File: src/rtl/bcd_chain_counter.sv
// bcd_chain_counter: cascaded multi-digit BCD counter for the stopwatch datapath.
// Each digit counts 0-9, or 0-5 where its SIX_MASK bit is set. The counter supports
// up/down counting, synchronous clear, parallel load and a one-cycle full-chain
// wrap pulse.
// The optional lap-freeze display is enabled by defining BCD_CHAIN_LAP_EN.

// Per-digit next-state logic. It is purely combinational; the top registers all digits.
module bcd_chain_digit #(
  parameter logic [3:0] MAX = 4'd9
) (
  input  logic       clear,
  input  logic       load,
  input  logic [3:0] load_nib,
  input  logic       step,
  input  logic       up,
  input  logic [3:0] q,
  output logic [3:0] nxt
);
  // Priority: clear > load > step > hold. An out-of-range load nibble becomes 0.
  always_comb begin
    nxt = q;
    if (clear)
      nxt = 4'd0;
    else if (load)
      nxt = (load_nib > MAX) ? 4'd0 : load_nib;
    else if (step)
      nxt = up ? ((q == MAX)  ? 4'd0 : q + 4'd1)
               : ((q == 4'd0) ? MAX  : q - 4'd1);
  end
endmodule

module bcd_chain_counter #(
  parameter int                DIGITS   = 4,
  parameter logic [DIGITS-1:0] SIX_MASK = DIGITS'(4'b0100)
) (
  input  logic                  clk5,
  input  logic                  reset,
  input  logic                  enable,
  input  logic                  up,
  input  logic                  clear,
  input  logic                  load,
  input  logic [4*DIGITS-1:0]   load_value,
  output logic [4*DIGITS-1:0]   value,
`ifdef BCD_CHAIN_LAP_EN
  input  logic                  lap,
  output logic                  lap_active,
`endif
  output logic                  ovwOutput
);
  logic [DIGITS-1:0][3:0] cnt, cnt_nxt, ld;
  // lo_max[i] / lo_zero[i]: every digit below i sits at MAX / 0.
  logic [DIGITS:0]        lo_max, lo_zero;
  logic                   wrap;

  assign ld         = load_value;
  assign lo_max[0]  = 1'b1;
  assign lo_zero[0] = 1'b1;

  for (genvar i = 0; i < DIGITS; i++) begin : g_dig
    localparam logic [3:0] MX = SIX_MASK[i] ? 4'd5 : 4'd9;
    assign lo_max[i+1]  = lo_max[i]  & (cnt[i] == MX);
    assign lo_zero[i+1] = lo_zero[i] & (cnt[i] == 4'd0);
    bcd_chain_digit #(.MAX(MX)) u_dig (
      .clear    (clear),
      .load     (load),
      .load_nib (ld[i]),
      .step     (enable & (up ? lo_max[i] : lo_zero[i])),
      .up       (up),
      .q        (cnt[i]),
      .nxt      (cnt_nxt[i])
    );
  end

  // A full-chain wrap happens when every digit rolls over together.
  assign wrap = enable & ~clear & ~load & (up ? lo_max[DIGITS] : lo_zero[DIGITS]);

  // Register the digit chain and the wrap pulse on the same edge.
  always_ff @(posedge clk5 or posedge reset) begin
    if (reset) begin
      cnt       <= '0;
      ovwOutput <= 1'b0;
    end else begin
      cnt       <= cnt_nxt;
      ovwOutput <= wrap;
    end
  end

`ifdef BCD_CHAIN_LAP_EN
  logic [DIGITS-1:0][3:0] lap_reg;

  // Each lap strobe toggles the freeze. Entering the freeze snapshots the post-edge count.
  always_ff @(posedge clk5 or posedge reset) begin
    if (reset) begin
      lap_active <= 1'b0;
      lap_reg    <= '0;
    end else if (clear) begin
      lap_active <= 1'b0;
    end else if (lap) begin
      if (!lap_active) lap_reg <= cnt_nxt;
      lap_active <= ~lap_active;
    end
  end

  assign value = lap_active ? lap_reg : cnt;
`else
  assign value = cnt;
`endif
endmodule

File: config.mk
export PLATFORM = sky130hd
export DESIGN_NAME = bcd_chain_counter
export DESIGN_NICKNAME = d
export VERILOG_FILES = /design/src/rtl/bcd_chain_counter.sv
export SDC_FILE = /design/constraint.sdc
export NUM_CORES = 1
export LEC_CHECK = 0
export BUFFER_PORTS_ARGS = -buffer_cell sky130_fd_sc_hd__buf_2
export CELL_PAD_IN_SITES_DETAIL_PLACEMENT = 0
export CELL_PAD_IN_SITES_GLOBAL_PLACEMENT = 1
export CORE_MARGIN = 2
export CORE_UTILIZATION = 37
export CTS_BUF_LIST = sky130_fd_sc_hd__clkbuf_8 sky130_fd_sc_hd__clkbuf_16
export DETAILED_ROUTE_END_ITERATION = 12
export PLACE_DENSITY_LB_ADDON = 0.1
export SKIP_CTS_REPAIR_TIMING = 1
export SYNTH_ARGS = -nofsm -noshare
export SYNTH_HDL_FRONTEND = slang
export SYNTH_HIERARCHICAL = 1
export SYNTH_SLANG_ARGS = --single-unit
File: constraint.sdc
create_clock -name clk5 -period 1.9 [get_ports clk5]
set_input_delay 0.095 -clock clk5 [delete_from_list [all_inputs] [get_ports clk5]]
set_output_delay 0.095 -clock clk5 [all_outputs]
set_load 0.1 [all_outputs]
### Yosys cells after proc, flatten, opt, wreduce, memory -nomap -nowiden

Cells that the tools add are included.

| storage, ports and cells | value |
|---|---|
| register bits | 17 |
| input bits | 22 |
| output and inout port bits | 17 |
| logic and storage cells | 75 |

| cells by class | value |
|---|---|
| add/subtract/negate cells | 8 |
| $lt $le $gt $ge | 4 |
| equality and inequality tests | 4 |
| muxes and demuxes | 32 |
| bitwise logic cells | 14 |
| reductions and logical operators | 8 |

Operators with widths:

| cell | count |
|---|---|
| 2-to-1 mux 4 bit | 28 |
| adder 4 x 1 -> 4 bit, second input constant | 4 |
| zero test 4 bit | 4 |
| subtractor 4 x 1 -> 4 bit, second input constant | 4 |
| AND 1 bit | 12 |
| equality test 4 bit, second input constant | 3 |
| greater-than comparator 4 bit, second input constant | 3 |
| nonzero test 3 bit | 4 |
| equality test 4 x 3 -> 1 bit, second input constant | 1 |
| greater-than comparator 4 x 3 -> 1 bit, second input constant | 1 |
| 2-to-1 mux 1 bit | 4 |
| inverter 1 bit | 2 |

### Longest topological paths before layout

| logic depth | value |
|---|---|
| word-level depth | 8 |
| depth in mapped cells | 8 |
| gate-level depth less buffers | 7 |

### By module

Netlist, hierarchy kept.

By module, submodules not included:

| module | instances | cells each | area each (um2) | sequential area each (um2) |
|---|---|---|---|---|
| bcd_chain_digit at g_dig[0].u_dig ... | 3 | 46 | 334.1 | 0.0 |
| bcd_chain_counter | 1 | 39 | 579.3 | 425.4 |
| bcd_chain_digit at g_dig[2].u_dig | 1 | 47 | 331.6 | 0.0 |

### Worst setup path before layout

Ideal clock, no wire load.

| path | value |
|---|---|
| kind | flip-flop to flip-flop |
| start | register cnt (netlist bit value[4]) |
| end | register cnt (netlist bit value[14]) |
| setup time | 0.094 ns |
| arrival | 2.543 ns |
| required time | 1.806 ns |
| path slack | -0.737 ns |
| cell stages (with the launch flop) | 7 |
| buffers on the path | 0 |
| clock period less this slack | 2.637 ns |
| path through | dfrtp_1 -> and4bb_1 -> a41oi_1 -> nor4b_2 -> o21ai_1 -> a211o_1 -> a221oi_2 |

| between the ends | value |
|---|---|
| cells in the longest elaborated chain, start to end | 6 |
| elaborated cells on any way between the ends | 9 |
| classes of those cells | 1 x eq/ne; 1 x mux; 5 x bitwise; 2 x reduce/logical |

RTL lines:

| item | line | source |
|---|---|---|
| from (decl) | 50 | `logic [DIGITS-1:0][3:0] cnt, cnt_nxt, ld;` |
| from (signal assigned) | 83 | `cnt <= cnt_nxt;` |
| equality test 4 bit or zero test 4 bit (tied branches) | 61, 62 |  |
| AND 1 bit (on tied branches) (2 in series) | 61, 62 |  |
| 2-to-1 mux 1 bit (*) | 67 | `.step (enable & (up ? lo_max[i] : lo_zero[i])),` |
| AND 1 bit (*) | 67 |  |
| nonzero test 3 bit (no source line) (*) | - |  |

Mark *: on every way between the ends. The rest lies on a longest branch, timed or not.
A chain may end at the register's enable or synchronous reset.

### Final worst setup path

| path | value |
|---|---|
| start | register cnt (netlist bit value[5]) |
| end | register cnt (netlist bit value[12]) |

Same word-level chain as after synthesis.

==> results.py <==
metrics = {
    "setup_path": {
        "r2r_start": "value[5]$_DFF_PP0_",
        "crit_path_start_kind": "flip-flop",
        "cp.depth": 6,
        "cp.arrival_ps": 2180,
        "crit_path_end": "value[12]$_DFF_PP0_",
        "cpMaxStageDelayCell": "dfrtp_4",
        "reg2reg_to": "value[12]$_DFF_PP0_",
        "crit_start": "value[5]$_DFF_PP0_",
        "crit_buf_inv": 0,
        "r2r_slack_ps": -110,
        "required_ps": 2070,
        "cp_slowest_stage_delay_ps": 490,
        "crit_chain": "and4bb_1 > a41oi_4 > nor4b_4 > o21ai_1 > or3_1 > a31oi_1",
        "path_class": "flip-flop to flip-flop",
        "endpoint_kind": "flip-flop",
        "reg2reg_depth": 6,
        "cp_top_family": "simple AND/OR/NAND/NOR gates",
        "worstPathMaxFanout": 4,
    },
    "route": {
        "drc": 0,
        "via_per_inst": 5.31,
        "vias": 1897,
        "firstDrtPassIters": 4,
        "dr.first_iter.drc_count": 65,
        "totalWireLength_mm": 4.90,
        "wire_per_inst_um": 13.7,
        "ant_nets": 0,
    },
    "floorplanning": {
        "die-area_mm2": 0.00576,
        "initial_core_util_pct": 37.9,
        "num_io_pins": 39,
        "rows": 26,
        "die_width_um": 75.9,
        "coreArea_mm2": 0.00504,
        "die_h_um": 75.9,
    },
    "final_layout": {
        "fillers": 493,
        "layout-drive-gt1-share_pct": 42.9,
        "diodes": 0,
        "num-nets-final": 325,
        "final_common_cell": "buf_2",
        "final_cell_mix": "buf_2, buf_4, nor2_1",
        "synthToLayoutAreaGrowth_pct": 33.4,
    },
    "timing": {
        "clock-skew-final_ps": 1.11,
        "fin_ws_ps": -112,
        "slew_headroom_pct": 55.8,
        "finalHoldViolCount": 0,
        "fin_crit_sh_pct": 106,
        "finalCriticalPeriod_ps": 2010,
        "worst_slew_pin_slew_ps": 662,
        "whs_ps": 116,
        "setup_viol_count_final": 5,
        "fmax_mhz": 497,
        "rsz0062_at_grt": "yes",
        "slew_viol_final": 0,
    },
    "clocking": {
        "clock-root-buffer": "clkbuf_8",
        "cts_max_path_buffers": 2,
        "numCtsBuffers": 3,
        "cts_max_level": 1,
        "clk_pin_slew_ps": 60,
        "clock_sinks": 17,
        "cts_tree": "done",
        "clk_latency_ps": 250,
    },
    "yosys": {
        "synthCells": 224,
        "synth_nets": 261,
        "async_reset_ff_share_pct": 100,
        "synth_edf_count": 0,
        "netlist_area_mm2": 0.00191,
        "synth.distinct_cells": 50,
        "synthFlopType": "dfrtp_1",
        "ys_seq_area_share_pct": 22.2,
        "synth_area_per_cell_um2": 8.54,
        "yosysWarnings": 6,
        "ys_seq_elements": 17,
    },
    "placement": {
        "hpwl_mm": 3.56,
        "port-buffer-count": 38,
        "place.gp.congestion": 0.734,
    },
    "pwr": {
        "total_power_mw": 1.31,
        "p_leak_nw": 1.08,
        "ir_drop_v": 0.000321,
        "power_density_mw_per_mm2": 512,
    },
    "global_route": {
        "antenna_found_initial": 0,
        "grt_first_pass_wirelength_mm": 8.69,
        "grt_pass1_vias": 1936,
        "grt_usage_pct": 17.7,
        "gr-total-overflow": 0,
        "grt_max_degree": 36,
    },
    "status": {
        "status": "finished, violations left",
        "violations": "setup timing",
    },
    "job": {
        "cap_viol_max_count": 0,
    },
    "worst_hold_path": {
        "hp-class": "input port to flip-flop",
        "hp-start": "load_value[13]",
    },
}
## layout make-up
class | instances | area [um2] | share of cell area (%)
clock buffers | 3 | 41.3 | 1.62
clock inverters | 1 | 5.00 | 0.196
inverters | 14 | 52.6 | 2.06
multi-input cells | 183 | 1470 | 57.5
flip-flops and latches | 17 | 462 | 18.1
well taps | 70 | 87.6 | 3.43
repair buffers | 69 | 437 | 17.1
## worst reg2reg max path, cell delays in order, from the launching register on
cell and delay, ps:
dfrtp_4 490, and4bb_1 310, a41oi_4 140, nor4b_4 390, o21ai_1 140, or3_1 330
a31oi_1 130
## power breakdown
group	internal, mW	switching [mW]	leakage [nW]	total [mW]
combinational	0.225	0.397	0.854	0.622
sequential	0.390	0.0272	0.204	0.417
clock	0.145	0.122	0.0255	0.267
total	0.761	0.545	1.08	1.31
## registers in the layout, indices dropped and copies added (netlist names)
| register | cells |
|---|---|
| ovwOutput | 1 |
| value | 16 |
## worst min-delay path by stage
stage,slack [ps],cells after the start,to
after global placement,220,2,ovwOutput$_DFF_PP0_
after floorplan,20,1,ovwOutput$_DFF_PP0_
final,120,3,value[13]$_DFF_PP0_
after detailed placement,220,2,ovwOutput$_DFF_PP0_
after global routing,120,3,value[8]$_DFF_PP0_
after CTS,-50,2,ovwOutput$_DFF_PP0_
## kinds of logic (layout without fill, tap and decap cells)
family | count (synthesis) | count (layout) | synth area share (%)
AO/OA/AOI/OAI | 70 | 70 | 29.8
adder cells (fa/ha/maj) | 15 | 15 | 9.81
buffers and inverters | 24 | 87 | 7.00
flip-flops | 17 | 17 | 22.2
multiplexers | 1 | 1 | 0.523
AND/OR/NAND/NOR | 97 | 97 | 30.7
## routing by layer
layer / part of all wire (%) / track usage, %
met3: 2.3 / 1.55
met4: 0.69 / 4.91
met5: 0 / 0
met2: 50 / 30.9
met1: 47 / 23.6
## cells in the mapped netlist, types with 4 or more instances
| master | number | area, um2 |
|---|---|---|
| a21o_1 | 7 | 52.6 |
| a21oi_1 | 12 | 60.1 |
| a221oi_2 | 6 | 90.1 |
| a31oi_1 | 4 | 25.0 |
| and3_1 | 5 | 31.3 |
| buf_4 | 4 | 30.0 |
| dfrtp_1 | 17 | 425 |
| ha_1 | 15 | 188 |
| inv_1 | 14 | 52.6 |
| nand2_1 | 16 | 60.1 |
| nand2b_1 | 14 | 87.6 |
| nand3_1 | 7 | 35.0 |
| nand3b_1 | 6 | 45.0 |
| nor2_1 | 17 | 63.8 |
| nor2b_1 | 4 | 25.0 |
| o21ai_0 | 5 | 25.0 |
| o21ai_1 | 8 | 40.0 |
| o311a_1 | 4 | 40.0 |
## per-stage QoR
step	setup slack (ps)	util (%)	instance area, um2	cells	TNS, ps
after floorplan	-220	-	2000	224	-820
after global placement	-63.3	47.5	2400	348	-149
after detailed placement	-105	47.5	2400	348	-279
after CTS	-126	48.4	2440	352	-403
after global routing	-227	50.6	2550	357	-1340
final	-112	50.6	2550	357	-309
No activity file was read; power rests on OpenSTA's default activity.
